[src/rtl/sram_like_arbiter_if.sv]
// Shared sram-like bus bundle: IF and MEM requester ports
// plus the memory-side port of the two-master arbiter.
interface sram_like_arbiter_if #(
  parameter int ADDR_W = 32,
  parameter int DATA_W = 32
);
  logic              inst_req;
  logic [ADDR_W-1:0] inst_addr;
  logic              inst_addr_ok;
  logic              inst_data_ok;
  logic [DATA_W-1:0] inst_rdata;

  logic              data_req;
  logic              data_wr;
  logic [1:0]        data_size;
  logic [ADDR_W-1:0] data_addr;
  logic [DATA_W-1:0] data_wdata;
  logic              data_addr_ok;
  logic              data_data_ok;
  logic [DATA_W-1:0] data_rdata;

  logic              mem_req;
  logic              mem_wr;
  logic [1:0]        mem_size;
  logic [ADDR_W-1:0] mem_addr;
  logic [DATA_W-1:0] mem_wdata;
  logic              mem_addr_ok;
  logic              mem_data_ok;
  logic [DATA_W-1:0] mem_rdata;

  modport slave (
    input  inst_req, inst_addr,
    output inst_addr_ok, inst_data_ok, inst_rdata,
    input  data_req, data_wr, data_size,
    input  data_addr, data_wdata,
    output data_addr_ok, data_data_ok, data_rdata,
    output mem_req, mem_wr, mem_size,
    output mem_addr, mem_wdata,
    input  mem_addr_ok, mem_data_ok, mem_rdata
  );

  modport master (
    output inst_req, inst_addr,
    input  inst_addr_ok, inst_data_ok, inst_rdata,
    output data_req, data_wr, data_size,
    output data_addr, data_wdata,
    input  data_addr_ok, data_data_ok, data_rdata,
    input  mem_req, mem_wr, mem_size,
    input  mem_addr, mem_wdata,
    output mem_addr_ok, mem_data_ok, mem_rdata
  );
endinterface

[src/rtl/sram_like_arbiter.sv]
// Two-master sram-like arbiter: data has priority, one
// transaction in flight, starvation guard for inst.
module sram_like_arbiter #(
  parameter int ADDR_W       = 32,
  parameter int DATA_W       = 32,
  parameter int STARVE_LIMIT = 4
) (
  input logic clk,
  input logic reset,
  sram_like_arbiter_if.slave bus
);
  localparam int CNT_W = $clog2(STARVE_LIMIT + 1);
  localparam logic [CNT_W-1:0] LIMIT =
    CNT_W'(STARVE_LIMIT);

  typedef enum logic [1:0] {
    IDLE,
    ADDR,
    DATA
  } state_e;

  state_e            state_q, state_d;
  logic [CNT_W-1:0]  cnt_q, cnt_d;
  logic              own_q, own_d;
  logic              wr_q, wr_d;
  logic [1:0]        size_q, size_d;
  logic [ADDR_W-1:0] addr_q, addr_d;
  logic [DATA_W-1:0] wdata_q, wdata_d;
  logic              gnt_i, gnt_d;
  logic              fin;

  always_ff @(posedge clk) begin
    if (reset) begin
      state_q <= IDLE;
      cnt_q   <= '0;
      own_q   <= 1'b0;
      wr_q    <= 1'b0;
      size_q  <= 2'b00;
      addr_q  <= '0;
      wdata_q <= '0;
    end else begin
      state_q <= state_d;
      cnt_q   <= cnt_d;
      own_q   <= own_d;
      wr_q    <= wr_d;
      size_q  <= size_d;
      addr_q  <= addr_d;
      wdata_q <= wdata_d;
    end
  end

  always_comb begin
    state_d = state_q;
    cnt_d   = cnt_q;
    own_d   = own_q;
    wr_d    = wr_q;
    size_d  = size_q;
    addr_d  = addr_q;
    wdata_d = wdata_q;
    gnt_i   = 1'b0;
    gnt_d   = 1'b0;
    unique case (state_q)
      IDLE: begin
        // Requests present while reset is held never win.
        if (!reset) begin
          gnt_i = bus.inst_req &&
                  (!bus.data_req || cnt_q == LIMIT);
          gnt_d = bus.data_req && !gnt_i;
        end
        if (gnt_i) begin
          state_d = ADDR;
          own_d   = 1'b0;
          wr_d    = 1'b0;
          size_d  = 2'b10;
          addr_d  = bus.inst_addr;
          wdata_d = '0;
          cnt_d   = '0;
        end else if (gnt_d) begin
          state_d = ADDR;
          own_d   = 1'b1;
          wr_d    = bus.data_wr;
          size_d  = bus.data_size;
          addr_d  = bus.data_addr;
          wdata_d = bus.data_wdata;
          if (!bus.inst_req)
            cnt_d = '0;
          else if (cnt_q != LIMIT)
            cnt_d = cnt_q + CNT_W'(1);
        end
      end
      ADDR: if (bus.mem_addr_ok) state_d = DATA;
      DATA: if (bus.mem_data_ok) state_d = IDLE;
      default: state_d = IDLE;
    endcase
  end

  assign bus.inst_addr_ok = gnt_i;
  assign bus.data_addr_ok = gnt_d;

  assign bus.mem_req   = (state_q == ADDR);
  assign bus.mem_wr    = wr_q;
  assign bus.mem_size  = size_q;
  assign bus.mem_addr  = addr_q;
  assign bus.mem_wdata = wdata_q;

  // An in-flight transaction hit by reset never completes.
  assign fin = (state_q == DATA) && bus.mem_data_ok &&
               !reset;

  assign bus.inst_data_ok = fin && !own_q;
  assign bus.data_data_ok = fin && own_q;
  assign bus.inst_rdata   = bus.mem_rdata;
  assign bus.data_rdata   = bus.mem_rdata;
endmodule

[src/flat_wrapper.sv]
// flat-port wrapper written by rule: the top's interface ports become plain ports
module sram_like_arbiter_flat 
#(
  parameter int ADDR_W       = 32,
  parameter int DATA_W       = 32,
  parameter int STARVE_LIMIT = 4
)
  (clk, reset, bus_inst_req, bus_inst_addr, bus_inst_addr_ok, bus_inst_data_ok, bus_inst_rdata, bus_data_req, bus_data_wr, bus_data_size, bus_data_addr, bus_data_wdata, bus_data_addr_ok, bus_data_data_ok, bus_data_rdata, bus_mem_req, bus_mem_wr, bus_mem_size, bus_mem_addr, bus_mem_wdata, bus_mem_addr_ok, bus_mem_data_ok, bus_mem_rdata);
  sram_like_arbiter_if #(.ADDR_W(ADDR_W), .DATA_W(DATA_W)) bus_i ();
  input logic clk;
  input logic reset;
  input wire logic [$bits(bus_i.inst_req)-1:0] bus_inst_req;
  input wire logic [$bits(bus_i.inst_addr)-1:0] bus_inst_addr;
  output wire logic [$bits(bus_i.inst_addr_ok)-1:0] bus_inst_addr_ok;
  output wire logic [$bits(bus_i.inst_data_ok)-1:0] bus_inst_data_ok;
  output wire logic [$bits(bus_i.inst_rdata)-1:0] bus_inst_rdata;
  input wire logic [$bits(bus_i.data_req)-1:0] bus_data_req;
  input wire logic [$bits(bus_i.data_wr)-1:0] bus_data_wr;
  input wire logic [$bits(bus_i.data_size)-1:0] bus_data_size;
  input wire logic [$bits(bus_i.data_addr)-1:0] bus_data_addr;
  input wire logic [$bits(bus_i.data_wdata)-1:0] bus_data_wdata;
  output wire logic [$bits(bus_i.data_addr_ok)-1:0] bus_data_addr_ok;
  output wire logic [$bits(bus_i.data_data_ok)-1:0] bus_data_data_ok;
  output wire logic [$bits(bus_i.data_rdata)-1:0] bus_data_rdata;
  output wire logic [$bits(bus_i.mem_req)-1:0] bus_mem_req;
  output wire logic [$bits(bus_i.mem_wr)-1:0] bus_mem_wr;
  output wire logic [$bits(bus_i.mem_size)-1:0] bus_mem_size;
  output wire logic [$bits(bus_i.mem_addr)-1:0] bus_mem_addr;
  output wire logic [$bits(bus_i.mem_wdata)-1:0] bus_mem_wdata;
  input wire logic [$bits(bus_i.mem_addr_ok)-1:0] bus_mem_addr_ok;
  input wire logic [$bits(bus_i.mem_data_ok)-1:0] bus_mem_data_ok;
  input wire logic [$bits(bus_i.mem_rdata)-1:0] bus_mem_rdata;
  assign bus_i.inst_req = bus_inst_req;
  assign bus_i.inst_addr = bus_inst_addr;
  assign bus_inst_addr_ok = bus_i.inst_addr_ok;
  assign bus_inst_data_ok = bus_i.inst_data_ok;
  assign bus_inst_rdata = bus_i.inst_rdata;
  assign bus_i.data_req = bus_data_req;
  assign bus_i.data_wr = bus_data_wr;
  assign bus_i.data_size = bus_data_size;
  assign bus_i.data_addr = bus_data_addr;
  assign bus_i.data_wdata = bus_data_wdata;
  assign bus_data_addr_ok = bus_i.data_addr_ok;
  assign bus_data_data_ok = bus_i.data_data_ok;
  assign bus_data_rdata = bus_i.data_rdata;
  assign bus_mem_req = bus_i.mem_req;
  assign bus_mem_wr = bus_i.mem_wr;
  assign bus_mem_size = bus_i.mem_size;
  assign bus_mem_addr = bus_i.mem_addr;
  assign bus_mem_wdata = bus_i.mem_wdata;
  assign bus_i.mem_addr_ok = bus_mem_addr_ok;
  assign bus_i.mem_data_ok = bus_mem_data_ok;
  assign bus_i.mem_rdata = bus_mem_rdata;
  sram_like_arbiter #(.ADDR_W(ADDR_W), .DATA_W(DATA_W), .STARVE_LIMIT(STARVE_LIMIT)) u_core (.clk(clk), .reset(reset), .bus(bus_i));
endmodule
[config.mk]
export PLATFORM = sky130hd
export DESIGN_NAME = sram_like_arbiter_flat
export DESIGN_NICKNAME = d
export VERILOG_FILES = /design/src/rtl/sram_like_arbiter_if.sv /design/src/rtl/sram_like_arbiter.sv /design/src/flat_wrapper.sv
export SDC_FILE = /design/constraint.sdc
export NUM_CORES = 1
export LEC_CHECK = 0
export CAP_MARGIN = 30
export CORE_ASPECT_RATIO = 1.4
export CORE_MARGIN = 2
export CORE_UTILIZATION = 31
export CTS_CLUSTER_SIZE = 10
export DETAILED_ROUTE_END_ITERATION = 10
export HOLD_SLACK_MARGIN = 0.05
export PLACE_DENSITY = 0.79
export SYNTH_ARGS = -nofsm -noshare
export SYNTH_HDL_FRONTEND = slang
export SYNTH_SLANG_ARGS = --single-unit
[constraint.sdc]
create_clock -name clk -period 1.4 [get_ports clk]
set_input_delay 0.28 -clock clk [delete_from_list [all_inputs] [get_ports clk]]
set_output_delay 0.28 -clock clk [all_outputs]
set_load 0.01 [all_outputs]
After elaboration in Yosys (flattened, before gate mapping)
Index checks and enable logic that the tools add are counted. W data, S select, Z words.

Flip-flop bits (word level): 73. Word-level logic and storage cells: 57.

$add $sub $neg: 1. Equality and inequality tests: 8. Muxes and demuxes: 25. Reductions and logical operators: 16.

Operator list (number): $mux W32 (4); $mux W2 (6); $mux W3 (4); $mux W1 (10); $logic_and A1 B1 Y1 (6); $ne A3 B1 Y1 const B (2); $pmux W2 S3 (1); $reduce_and A3 Y1 (2); $logic_not A1 Y1 (4); $add A3 B1 Y3 const B (1); $eq A3 B3 Y1 const B (1); $ne A3 B3 Y1 const B (1); $eq A2 B1 Y1 const B (1); $eq A2 B2 Y1 const B (1); $logic_not A2 Y1 (1); $ne A2 B1 Y1 const B (1); $ne A2 B2 Y1 const B (1); $reduce_and A2 Y1 (1); $reduce_bool A2 Y1 (1); $logic_or A1 B1 Y1 (1).

Depth between registers and ports, before layout
Gate-level depths: netlist (run 1).

Depth in word-level cells: 10. Depth in mapped cells: 7. Depth with buffers taken out: 6.

Worst setup path after synthesis (run 1)
Ideal clock, no wire load.

Path type: reg2reg. Start point: register u_core.cnt_q[0]. End point: register u_core.addr_q[21], in the netlist u_core.bus.mem_addr[21]. Setup time: 139 ps. Arrival time: 1376 ps. Data required time: 1261 ps. Setup slack: -115 ps. Cell stages (with the launch flop): 7. Period minus slack after synthesis: 1515 ps. Path through: dfxtp_1 > inv_1 > ha_1 > a21boi_4 > nand2b_2 > buf_2 > o221ai_1.

Longest elaborated chain between the ends: 9. Elaborated cells on any way between the ends: 12. Classes of those cells: eq/ne (1); mux (5); reduce/logical (6).

Ends and longest elaborated chain: start, declared (line sram_like_arbiter.sv:23) `logic [CNT_W-1:0] cnt_q, cnt_d;`; start signal, assigned (line sram_like_arbiter.sv:43) `cnt_q <= cnt_d;`; $eq A3 B3 Y1 * (line sram_like_arbiter.sv:67) `(!bus.data_req || cnt_q == LIMIT);`; $logic_or A1 B1 Y1 * (line sram_like_arbiter.sv:67); $logic_and A1 B1 Y1 * (line sram_like_arbiter.sv:66) `gnt_i = bus.inst_req &&`; $logic_not A1 Y1 (line sram_like_arbiter.sv:68) `gnt_d = bus.data_req && !gnt_i;`; $logic_and A1 B1 Y1 (line sram_like_arbiter.sv:68); $mux W1 (line sram_like_arbiter.sv:65) `if (!reset) begin`; $mux W1 (line sram_like_arbiter.sv:62) `unique case (state_q)`; $reduce_bool A2 Y1 (no source line); $reduce_and A2 Y1 (no source line); end signal, assigned (line sram_like_arbiter.sv:47) `addr_q <= addr_d;`; end, declared (line sram_like_arbiter.sv:27) `logic [ADDR_W-1:0] addr_q, addr_d;`.

Every way passes the cells marked *; elsewhere a longest branch is shown, timed or not. The select of a mux whose other input is x is not followed. A chain may end at the register's enable or synchronous reset.

Worst setup path in the final report (run 1)
Start point: register u_core.state_q[1]. End point: output port bus_inst_addr_ok.

Longest elaborated chain between the ends: 2.

Ends and longest elaborated chain: start, declared (line sram_like_arbiter.sv:22) `state_e state_q, state_d;`; start signal, assigned (line sram_like_arbiter.sv:42) `state_q <= state_d;`; $logic_not A2 Y1 (line sram_like_arbiter.sv:62); $mux W1 (line sram_like_arbiter.sv:62); end, declared (line flat_wrapper.sv:14) `output wire logic [$bits(bus_i.inst_addr_ok)-1:0] bus_inst_addr_ok;`.

No other way between the ends.

==> impl_metrics.py, run 1 <==
metrics = {
    "yosys": {
        "synth_compound_area_share_pct": 29.3,
        "synthSimpleGateAreaFrac_pct": 7.79,
        "synth_top_family_by_area": "compound AO/OA/AOI/OAI gates",
        "synth.ff_latch_count": 73,
        "synth-edff-count": 0,
        "synth.area.mux_share_pct": 0.271,
        "synthAdderAreaFrac_pct": 0.677,
        "synth_xor_area_share_pct": 0,
        "ys_top_cells_by_area": "dfxtp_1 (40%), buf_4 (14%), a32o_1 (9.2%)",
        "yosysWarnings": 0,
        "syn_area_per_cell_um2": 9.72,
        "synth_cells": 380,
        "netlist_area_um2": 3690,
        "synth_fp_nets": 519,
        "ys.flop_type": "dfxtp_1",
        "synthArstFlopShare_pct": 0,
        "yosysSeqAreaShare_pct": 39.6,
        "ys_types": 39,
        "synth.largest_area_cell": "dfxtp_1",
        "synth_top_area_share_pct": 39.6,
    },
    "placed_design": {
        "io_buffers": 176,
        "place_area_um2": 5300,
        "gp_congestion": 0.796,
        "placed_cells": 632,
        "place_ws_ns": -0.666,
        "hpwl_um": 8000,
    },
    "timing": {
        "finalHoldViolCount": 0,
        "fin_setup_tns_ns": -11.58,
        "setup_slack_ns": -0.236,
        "fin_crit_ns": 1.64,
        "drv_slew": 0,
        "rsz0062_at_grt": "yes",
        "slew_headroom_pct": 73.5,
        "max_freq_mhz": 611,
        "fin_skew_ns": 0.0119,
        "whs_ns": 0.479,
        "finalCritPeriodShare_pct": 117,
        "tightest_slew_ns": 0.387,
        "setup_viol": 74,
    },
    "critical_path": {
        "reg2reg_depth": 6,
        "cpPeakStageDelay_ns": 0.37,
        "worstPathArrival_ns": 1.36,
        "crit_chain": "or3_4 -> nor3_2 -> buf_2",
        "regToRegSetupSlack_ns": -0.19,
        "r2r-start": "u_core.state_q[1]",
        "worstPathRequired_ns": 1.12,
        "critical_path_class": "register to primary output",
        "critical-path-top-delay-family": "simple AND/OR/NAND/NOR gates",
        "endpoint_kind": "primary output",
        "start_kind": "register",
        "crit_fanout": 2,
        "crit_buf_inv": 1,
        "crit_start": "u_core.state_q[1]",
        "regToRegEndpoint": "u_core.bus.mem_addr[14]",
        "critPathSlowestCell": "or3_4",
    },
    "layout": {
        "fillCellCount": 1005,
        "antennaDiodeCount": 0,
        "instances_no_fill": 677,
        "drive_gt1_share_pct": 24.9,
        "areaGrowthSynthToFinish_pct": 71.5,
        "final_core_util_pct": 54.1,
        "stdcell_area_um2": 6330,
        "num-nets-final": 664,
    },
    "clock_network": {
        "tritoncts": "yes",
        "cts_max_level": 3,
        "path_clk_slew_ns": 0.06,
        "cts_made_buffers": 9,
        "clock_path_buffers": 2,
        "cts_root_buf": "clkbuf_16",
        "clock-sinks": 73,
        "insertion_delay_ns": 0.34,
    },
    "global_routing": {
        "grt_pass1_vias": 3679,
        "grt_first_pass_wirelength_um": 19300,
        "grt_max_degree": 63,
        "grt-ovfl-total": 0,
        "antenna_found_initial": 1,
        "track_usage_pct": 20.0,
    },
    "route": {
        "vias": 3728,
        "ant_nets": 0,
        "drtIter0Drc": 125,
        "drt-total-wl_um": 13900,
        "vias_per_cell": 5.51,
        "drt_first_pass_iters": 4,
        "route.detailed.drc": 0,
        "wl_per_cell_um": 20.6,
    },
    "floorplan": {
        "die_h_um": 133,
        "die_x_um": 96.3,
        "rows": 47,
        "initial_core_util_pct": 31.6,
        "core_um2": 11700,
        "ioPinCount": 273,
        "die_area_um2": 12800,
    },
    "power": {
        "internal-power_mw": 4.83,
        "clkPwrFrac_pct": 37.3,
        "power_density_nw_per_um2": 1040,
        "power.share.sequential_pct": 35.9,
        "switching_share_pct": 26.8,
        "p_total_mw": 6.59,
        "p_sw_mw": 1.76,
        "vdd.ir_drop.worst_mv": 0.534,
        "leakagePower_nw": 2.62,
        "combPwrFrac_pct": 26.9,
    },
    "hold_path": {
        "hold_end": "u_core.bus.mem_size[1]",
        "min_from": "u_core.bus.mem_size[1]",
        "min_path_type": "register to register",
        "min_path_cells": 2,
    },
    "run": {
        "drv_cap": 0,
    },
    "status": {
        "status": "finished with violations",
        "violations": "negative setup slack",
    },
}
Yosys cell counts (2+ instances only):
library cell / number
a21oi_1: 2
a32o_1: 34
buf_2: 15
buf_4: 68
buf_6: 4
clkbuf_1: 15
dfxtp_1: 73
ha_1: 2
inv_1: 37
nand2_1: 4
nand3_1: 31
nor2_1: 4
nor2b_1: 2
o2111ai_1: 33
o21ai_0: 2
o221ai_1: 22
o221ai_2: 9
o22ai_1: 2
placed cells by master, fill, tap and decap left out, types with 2 or more instances in the layout:
cell type,count
a21oi_1,2
a32o_1,33
buf_12,10
buf_16,9
buf_2,4
buf_4,23
buf_6,10
bufinv_16,2
clkbuf_16,16
clkdlybuf4s50_1,101
clkinv_2,2
clkinv_4,2
dfxtp_1,70
dfxtp_2,2
dlygate4sd2_1,70
inv_1,35
inv_2,3
nand2_1,2
nand3_1,28
nand3_2,3
nor2_1,4
nor2b_1,2
o2111ai_1,30
o2111ai_2,2
o21ai_0,2
o221ai_1,10
o221ai_2,21
o22ai_1,2
registers in the layout, indices dropped and copies added (netlist names):
signal                count
u_core.bus.mem_size       2
u_core.bus.mem_addr      32
u_core.state_q            2
u_core.own_q              1
u_core.cnt_q              3
u_core.bus.mem_wdata     32
u_core.bus.mem_wr         1
power groups by stage:
stage / registers (mW) / clock network, mW / logic [mW]
5_1_grt: 2.38 / 2.59 / 1.88
3_3_place_gp: 2.41 / 0 / 1.40
6_report: 2.36 / 2.46 / 1.77
4_1_cts: 2.36 / 2.52 / 1.59
2_1_floorplan: 2.49 / 0 / 0.697
3_5_place_dp: 2.41 / 0 / 1.44
per-layer routing:
layer	up-vias	share of wire (%)	GRT usage, %
met5	-	0	0
met4	0	6.1	13.4
met3	73	8.0	5.32
met2	208	54	36.5
met1	1771	32	18.7
li1	1676	-	-
logic make-up after synthesis:
| group | count (synthesis) |
|---|---|
| AO/OA/AOI/OAI | 112 |
| multiplexers | 1 |
| buffers and inverters | 140 |
| AND/OR/NAND/NOR | 52 |
| flip-flops | 73 |
| adder cells (fa/ha/maj) | 2 |
how the worst max path moves through the flow:
stage,endpoint,slack [ns],depth (start not counted)
3_5_place_dp,bus_data_data_ok,-0.67,4
6_report,bus_inst_addr_ok,-0.24,3
2_1_floorplan,u_core.bus.mem_addr[23],0.02,4
3_3_place_gp,bus_inst_addr_ok,-0.67,4
5_1_grt,bus_data_addr_ok,-0.30,6
4_1_cts,bus_inst_addr_ok,-0.25,3
worst reg2reg max path, delay by kind of cell (launching register included):
kind	cells	cell delay [ns]
DFF	1	0.31
and+or+nand+nor	1	0.37
buffers and inverters	3	0.48
AOI/OAI and AO/OA	2	0.28
repair_timing:
item,CTS,global route
resized for setup,121,30
setup buffers,5,7
pin swaps,7,24
hold buffers,0,0
endpoints found under the setup margin,144,75
cloned,11,8
final cells by class:
type	count	area, um^2	area share [%]
repair buffers	236	2600	41.0
multi-input cells	167	1620	25.6
inverters	38	143	2.25
clock inverters	7	95.1	1.50
well taps	147	184	2.90
clock buffers	9	225	3.56
flip-flops and latches	73	1470	23.2
No activity file was read; power rests on OpenSTA's default activity.
==> run 2: changes to the inputs <==
--- a/config.mk
+++ b/config.mk
@@ -11,6 +11,7 @@
 export CORE_UTILIZATION = 31
 export CTS_CLUSTER_SIZE = 10
 export DETAILED_ROUTE_END_ITERATION = 10
+export GPL_TIMING_DRIVEN = 0
 export HOLD_SLACK_MARGIN = 0.05
 export PLACE_DENSITY = 0.79
 export SYNTH_ARGS = -nofsm -noshare
==> impl_metrics.py, run 2 (same netlist as run 1, synthesis figures left out) <==
metrics = {
    "layout": {
        "final_cell_mix": "clkdlybuf4s50_1 (164), buf_4 (82), dlygate4sd2_1 (70)",
        "stdcell_area_um2": 7340,
        "layout_commonest_cell": "clkdlybuf4s50_1",
        "fillCellCount": 930,
        "drive_gt1_share_pct": 32.2,
        "antennaDiodeCount": 0,
        "final_core_util_pct": 62.7,
        "areaGrowthSynthToFinish_pct": 98.7,
        "num-nets-final": 805,
    },
    "placed_design": {
        "io_buffers": 240,
        "hpwl_um": 10400,
        "place_area_um2": 6300,
        "gp_congestion": 0.821,
        "place_ws_ns": -1.08,
    },
    "floorplan": {
        "initial_core_util_pct": 31.6,
        "ioPinCount": 273,
        "die_x_um": 96.3,
        "core_um2": 11700,
        "die_area_um2": 12800,
        "rows": 47,
        "die_h_um": 133,
    },
    "timing": {
        "slew_headroom_pct": 66.9,
        "fin_setup_tns_ns": -10.58,
        "setup_slack_ns": -0.312,
        "fin_skew_ns": 0.00881,
        "finalCritPeriodShare_pct": 122,
        "max_freq_mhz": 584,
        "finalHoldViolCount": 0,
        "drv_slew": 0,
        "fin_crit_ns": 1.71,
        "rsz0062_at_grt": "yes",
        "tightest_slew_ns": 0.496,
        "setup_viol": 74,
    },
    "clock_network": {
        "cts_root_buf": "clkbuf_16",
        "path_clk_slew_ns": 0.05,
        "insertion_delay_ns": 0.32,
        "cts_made_buffers": 9,
        "ctsHoldBuffers": 0,
        "clock-sinks": 73,
        "cts_max_level": 3,
        "tritoncts": "yes",
        "clock_path_buffers": 2,
    },
    "power": {
        "power.share.sequential_pct": 36.7,
        "vdd.ir_drop.worst_mv": 0.655,
        "power_density_nw_per_um2": 880,
        "combPwrFrac_pct": 32.0,
        "p_total_mw": 6.46,
        "leakagePower_nw": 3.10,
        "clkPwrFrac_pct": 31.3,
        "p_sw_mw": 1.75,
        "internal-power_mw": 4.72,
        "switching_share_pct": 27.1,
    },
    "global_routing": {
        "grt-ovfl-total": 0,
        "antenna_found_initial": 0,
        "track_usage_pct": 21.1,
        "grt_first_pass_wirelength_um": 21000,
        "grt_max_degree": 11,
        "grt_pass1_vias": 4354,
    },
    "status": {
        "violations": "negative setup slack",
        "status": "finished with violations",
    },
    "hold_path": {
        "min_path_type": "input port to register",
    },
    "route": {
        "ant_nets": 0,
        "vias": 4157,
        "route.detailed.drc": 0,
        "drt_first_pass_iters": 4,
        "drtIter0Drc": 108,
        "wl_per_cell_um": 17.4,
        "drt-total-wl_um": 14200,
        "vias_per_cell": 5.09,
    },
    "critical_path": {
        "critical_path_class": "register to primary output",
        "endpoint_kind": "primary output",
        "worstPathRequired_ns": 1.12,
        "worstPathArrival_ns": 1.43,
        "start_kind": "register",
        "crit_fanout": 3,
    },
    "run": {
        "drv_cap": 0,
    },
}
## run 2: cell count changes in the layout (fill, tap and decap cells not counted), sizes merged
cell / before / now
buf: 57 / 127
clkbuf: 16 / 31
clkinvlp: 1 / 0
clkdlybuf4s50: 101 / 164
bufbuf: 1 / 0
clkinv: 4 / 0
bufinv: 2 / 0
## run 2: layout make-up
class | instances | area, um^2 | area share, %
repair buffers | 276 | 2700 | 36.7
multi-input cells | 167 | 1740 | 23.7
flip-flops and latches | 73 | 1470 | 20.0
plain buffers | 101 | 847 | 11.5
clock buffers | 15 | 258 | 3.51
well taps | 147 | 184 | 2.50
inverters | 38 | 143 | 1.94
## run 2: final timing paths
check	startpoint	end	slack [ns]	depth (start not counted)
setup / recovery	u_core.cnt_q[0]	bus_data_addr_ok	-0.31	7
hold / removal	bus_data_req	u_core.bus.mem_addr[31]	0.38	3
setup reg to reg	u_core.state_q[0]	u_core.bus.mem_addr[25]	-0.22	6
hold reg to reg	u_core.bus.mem_size[1]	u_core.bus.mem_size[1]	0.47	2
## run 2: metrics by stage
step                hold slack [ns]  instances
global route                  0.394        817
CTS                           0.433        818
finish                        0.377        817
floorplan                     0.397        380
detailed placement            0.450        767
global placement              0.445        767
## run 2: repair_timing
action / in CTS / in global routing
cloned: 7 / 1
setup endpoints to repair: 143 / 76
buffers inserted: 29 / 6
gates resized for setup: 190 / 53
pin swaps: 41 / 13
## run 2: power by group through the flow
| stage | registers, mW | clock network, mW | logic, mW |
|---|---|---|---|
| 6_report | 2.37 | 2.02 | 2.07 |
| 5_1_grt | 2.39 | 2.17 | 2.21 |
| 4_1_cts | 2.36 | 2.09 | 1.99 |
| 3_5_place_dp | 2.41 | 0 | 1.79 |
| 3_3_place_gp | 2.41 | 0 | 1.76 |
| 2_1_floorplan | 2.49 | 0 | 0.697 |
## run 2: critical path: stages, from the launching register on
cell	delay (ns)
dfxtp_2	0.32
inv_2	0.07
ha_4	0.17
nand2_4	0.07
o211ai_4	0.19
inv_2	0.06
buf_6	0.12
buf_6	0.11
## run 2: metal layers
layer,part of all wire [%],vias to the layer above,GRT usage [%]
li1,-,1954,-
met1,33,1950,19.4
met2,54,229,40.1
met3,10,24,7.24
met4,2.7,0,9.44
met5,0,-,0
==> run 3: changes to the inputs <==
--- a/config.mk
+++ b/config.mk
@@ -6,7 +6,7 @@
 export NUM_CORES = 1
 export LEC_CHECK = 0
 export CAP_MARGIN = 30
-export CORE_ASPECT_RATIO = 1.4
+export CORE_ASPECT_RATIO = 1.2
 export CORE_MARGIN = 2
 export CORE_UTILIZATION = 31
 export CTS_CLUSTER_SIZE = 10
@@ -14,6 +14,7 @@
 export GPL_TIMING_DRIVEN = 0
 export HOLD_SLACK_MARGIN = 0.05
 export PLACE_DENSITY = 0.79
+export SETUP_SLACK_MARGIN = 0.15
 export SYNTH_ARGS = -nofsm -noshare
 export SYNTH_HDL_FRONTEND = slang
 export SYNTH_SLANG_ARGS = --single-unit
==> impl_metrics.py, run 3 (same netlist as run 1, synthesis figures left out) <==
metrics = {
    "status": {
        "status": "finished with violations",
        "violations": "negative setup slack",
    },
    "power": {
        "combPwrFrac_pct": 32.7,
        "clkPwrFrac_pct": 34.3,
        "vdd.ir_drop.worst_mv": 0.662,
        "power_density_nw_per_um2": 902,
        "leakagePower_nw": 3.12,
        "power.share.sequential_pct": 33.1,
        "internal-power_mw": 5.22,
        "p_total_mw": 7.19,
        "switching_share_pct": 27.4,
        "p_sw_mw": 1.97,
    },
    "critical_path": {
        "worstPathArrival_ns": 1.43,
        "critical_path_class": "register to primary output",
        "crit_chain": "inv_2 -> ha_4 -> nand2_4 -> o211ai_4 -> inv_2 -> buf_6 -> buf_6",
        "regToRegEndpoint": "u_core.bus.mem_addr[4]",
        "cp_num_cells": 7,
        "critical-path-top-delay-family": "buffers and inverters",
        "start_kind": "register",
        "regToRegSetupSlack_ns": -0.23,
        "crit_fanout": 3,
        "crit_buf_inv": 4,
        "reg2reg_depth": 9,
        "crit_start": "u_core.cnt_q[0]",
        "worstPathRequired_ns": 1.12,
        "r2r-start": "u_core.state_q[0]",
        "critPathSlowestCell": "dfxtp_2",
        "endpoint_kind": "primary output",
        "cpPeakStageDelay_ns": 0.32,
    },
    "layout": {
        "stdcell_area_um2": 7970,
        "fillCellCount": 814,
        "areaGrowthSynthToFinish_pct": 116,
        "num-nets-final": 813,
        "final_cell_mix": "clkdlybuf4s50_1 (165), buf_4 (77), dfxtp_1 (68)",
        "layout_commonest_cell": "clkdlybuf4s50_1",
        "drive_gt1_share_pct": 40.1,
        "antennaDiodeCount": 0,
    },
    "route": {
        "vias_per_cell": 5.09,
        "route.met3.wl_um": 1150,
        "wl_per_cell_um": 18.2,
        "wl_met1_um": 5540,
        "top_layer_used": "met4",
        "ant_nets": 0,
        "drt-total-wl_um": 15200,
        "drtIter0Drc": 209,
        "route.detailed.drc": 0,
        "vias": 4256,
        "dr_wl_met2_um": 8350,
        "drt_first_pass_iters": 5,
    },
    "global_routing": {
        "track_usage_pct": 21.7,
        "grt_pass1_vias": 4299,
        "antenna_found_initial": 0,
        "grt_max_degree": 13,
        "grt_first_pass_wirelength_um": 22200,
        "grt-ovfl-total": 0,
    },
    "timing": {
        "max_freq_mhz": 584,
        "fin_crit_ns": 1.71,
        "setup_viol": 75,
        "slew_headroom_pct": 68.2,
        "tightest_slew_ns": 0.477,
        "finalHoldViolCount": 0,
        "drv_slew": 0,
        "setup_slack_ns": -0.312,
        "finalCritPeriodShare_pct": 122,
        "fin_skew_ns": 0.00807,
        "fin_setup_tns_ns": -14.40,
        "rsz0062_at_grt": "yes",
    },
    "placed_design": {
        "place_area_um2": 6380,
        "gp_congestion": 0.800,
        "place_ws_ns": -1.11,
        "io_buffers": 240,
        "hpwl_um": 9930,
    },
    "floorplan": {
        "rows": 43,
        "die_area_um2": 12800,
        "die_x_um": 104,
        "ioPinCount": 273,
        "core_um2": 11600,
        "initial_core_util_pct": 31.8,
        "die_h_um": 124,
    },
    "clock_network": {
        "ctsHoldBuffers": 0,
        "clock_path_buffers": 2,
        "tritoncts": "yes",
        "path_clk_slew_ns": 0.06,
        "cts_root_buf": "clkbuf_16",
        "clock-sinks": 73,
        "cts_max_level": 3,
        "cts_made_buffers": 9,
        "insertion_delay_ns": 0.33,
    },
    "hold_path": {
        "min_path_type": "input port to register",
        "min_from": "bus_inst_req",
        "min_path_cells": 3,
        "hold_end": "u_core.cnt_q[2]",
    },
    "run": {
        "drv_cap": 0,
    },
}
[run 3: changes by cell type in the layout (fill, tap and decap cells not counted), moves of 6 or more]
cell / delta
dlygate4sd2_1: -44
clkdlybuf4s15_1: +31
o2111ai_1: -24
o2111ai_4: +19
nand3_1: -15
nand3_2: +15
o221ai_1: +10
o221ai_2: -9
clkbuf_2: +6
[run 3: how the worst max path moves through the flow]
stage,endpoint
floorplan,u_core.bus.mem_addr[23]
global placement,bus_data_addr_ok
detailed placement,bus_data_addr_ok
CTS,bus_data_addr_ok
global route,bus_data_addr_ok
finish,bus_data_addr_ok
[run 3: timing repair]
| action | CTS | global route |
|---|---|---|
| endpoints found under the setup margin | 144 | 115 |
| gates resized for setup | 211 | 122 |
| buffers inserted | 26 | 5 |
| pin swaps | 81 | 24 |
| gates cloned | 12 | 0 |
[run 3: cell type report]
type	instances	area (um^2)	share of cell area, %
tap	157	196	2.46
sequential	73	1470	18.4
timing repair buffer	282	2880	36.1
multi-input combinational	168	2120	26.6
clock inverter	5	78.8	0.989
clock buffer	11	243	3.04
buffer	102	846	10.6
inverter	38	143	1.79
[run 3: power by group through the flow]
stage,clock (mW),sequential [mW],combinational [mW]
floorplan,0,2.49,0.721
global placement,0,2.41,1.77
detailed placement,0,2.42,1.80
CTS,2.51,2.36,2.10
global route,2.60,2.40,2.48
finish,2.47,2.38,2.35
[run 3: stage by stage]
stage	hold slack (ns)	cells	utilization (%)
2_1_floorplan	0.397	380	-
3_3_place_gp	0.439	777	54.9
3_5_place_dp	0.447	777	54.9
4_1_cts	0.446	831	64.3
5_1_grt	0.323	836	68.6
6_report	0.316	836	68.6
[run 3: layer usage]
metal / up-vias / global-route usage, %
li1: 1978 / -
met1: 2057 / 23.8
met2: 204 / 40.0
met3: 17 / 7.27
met4: 0 / 6.67
met5: - / 0
[run 3: worst register-to-register path, delay by kind of cell (launching register included)]
kind	cells	cell delay [ns]
AOI/OAI and AO/OA	2	0.24
and+or+nand+nor	1	0.24
buffers and inverters	6	0.75
DFF	1	0.31
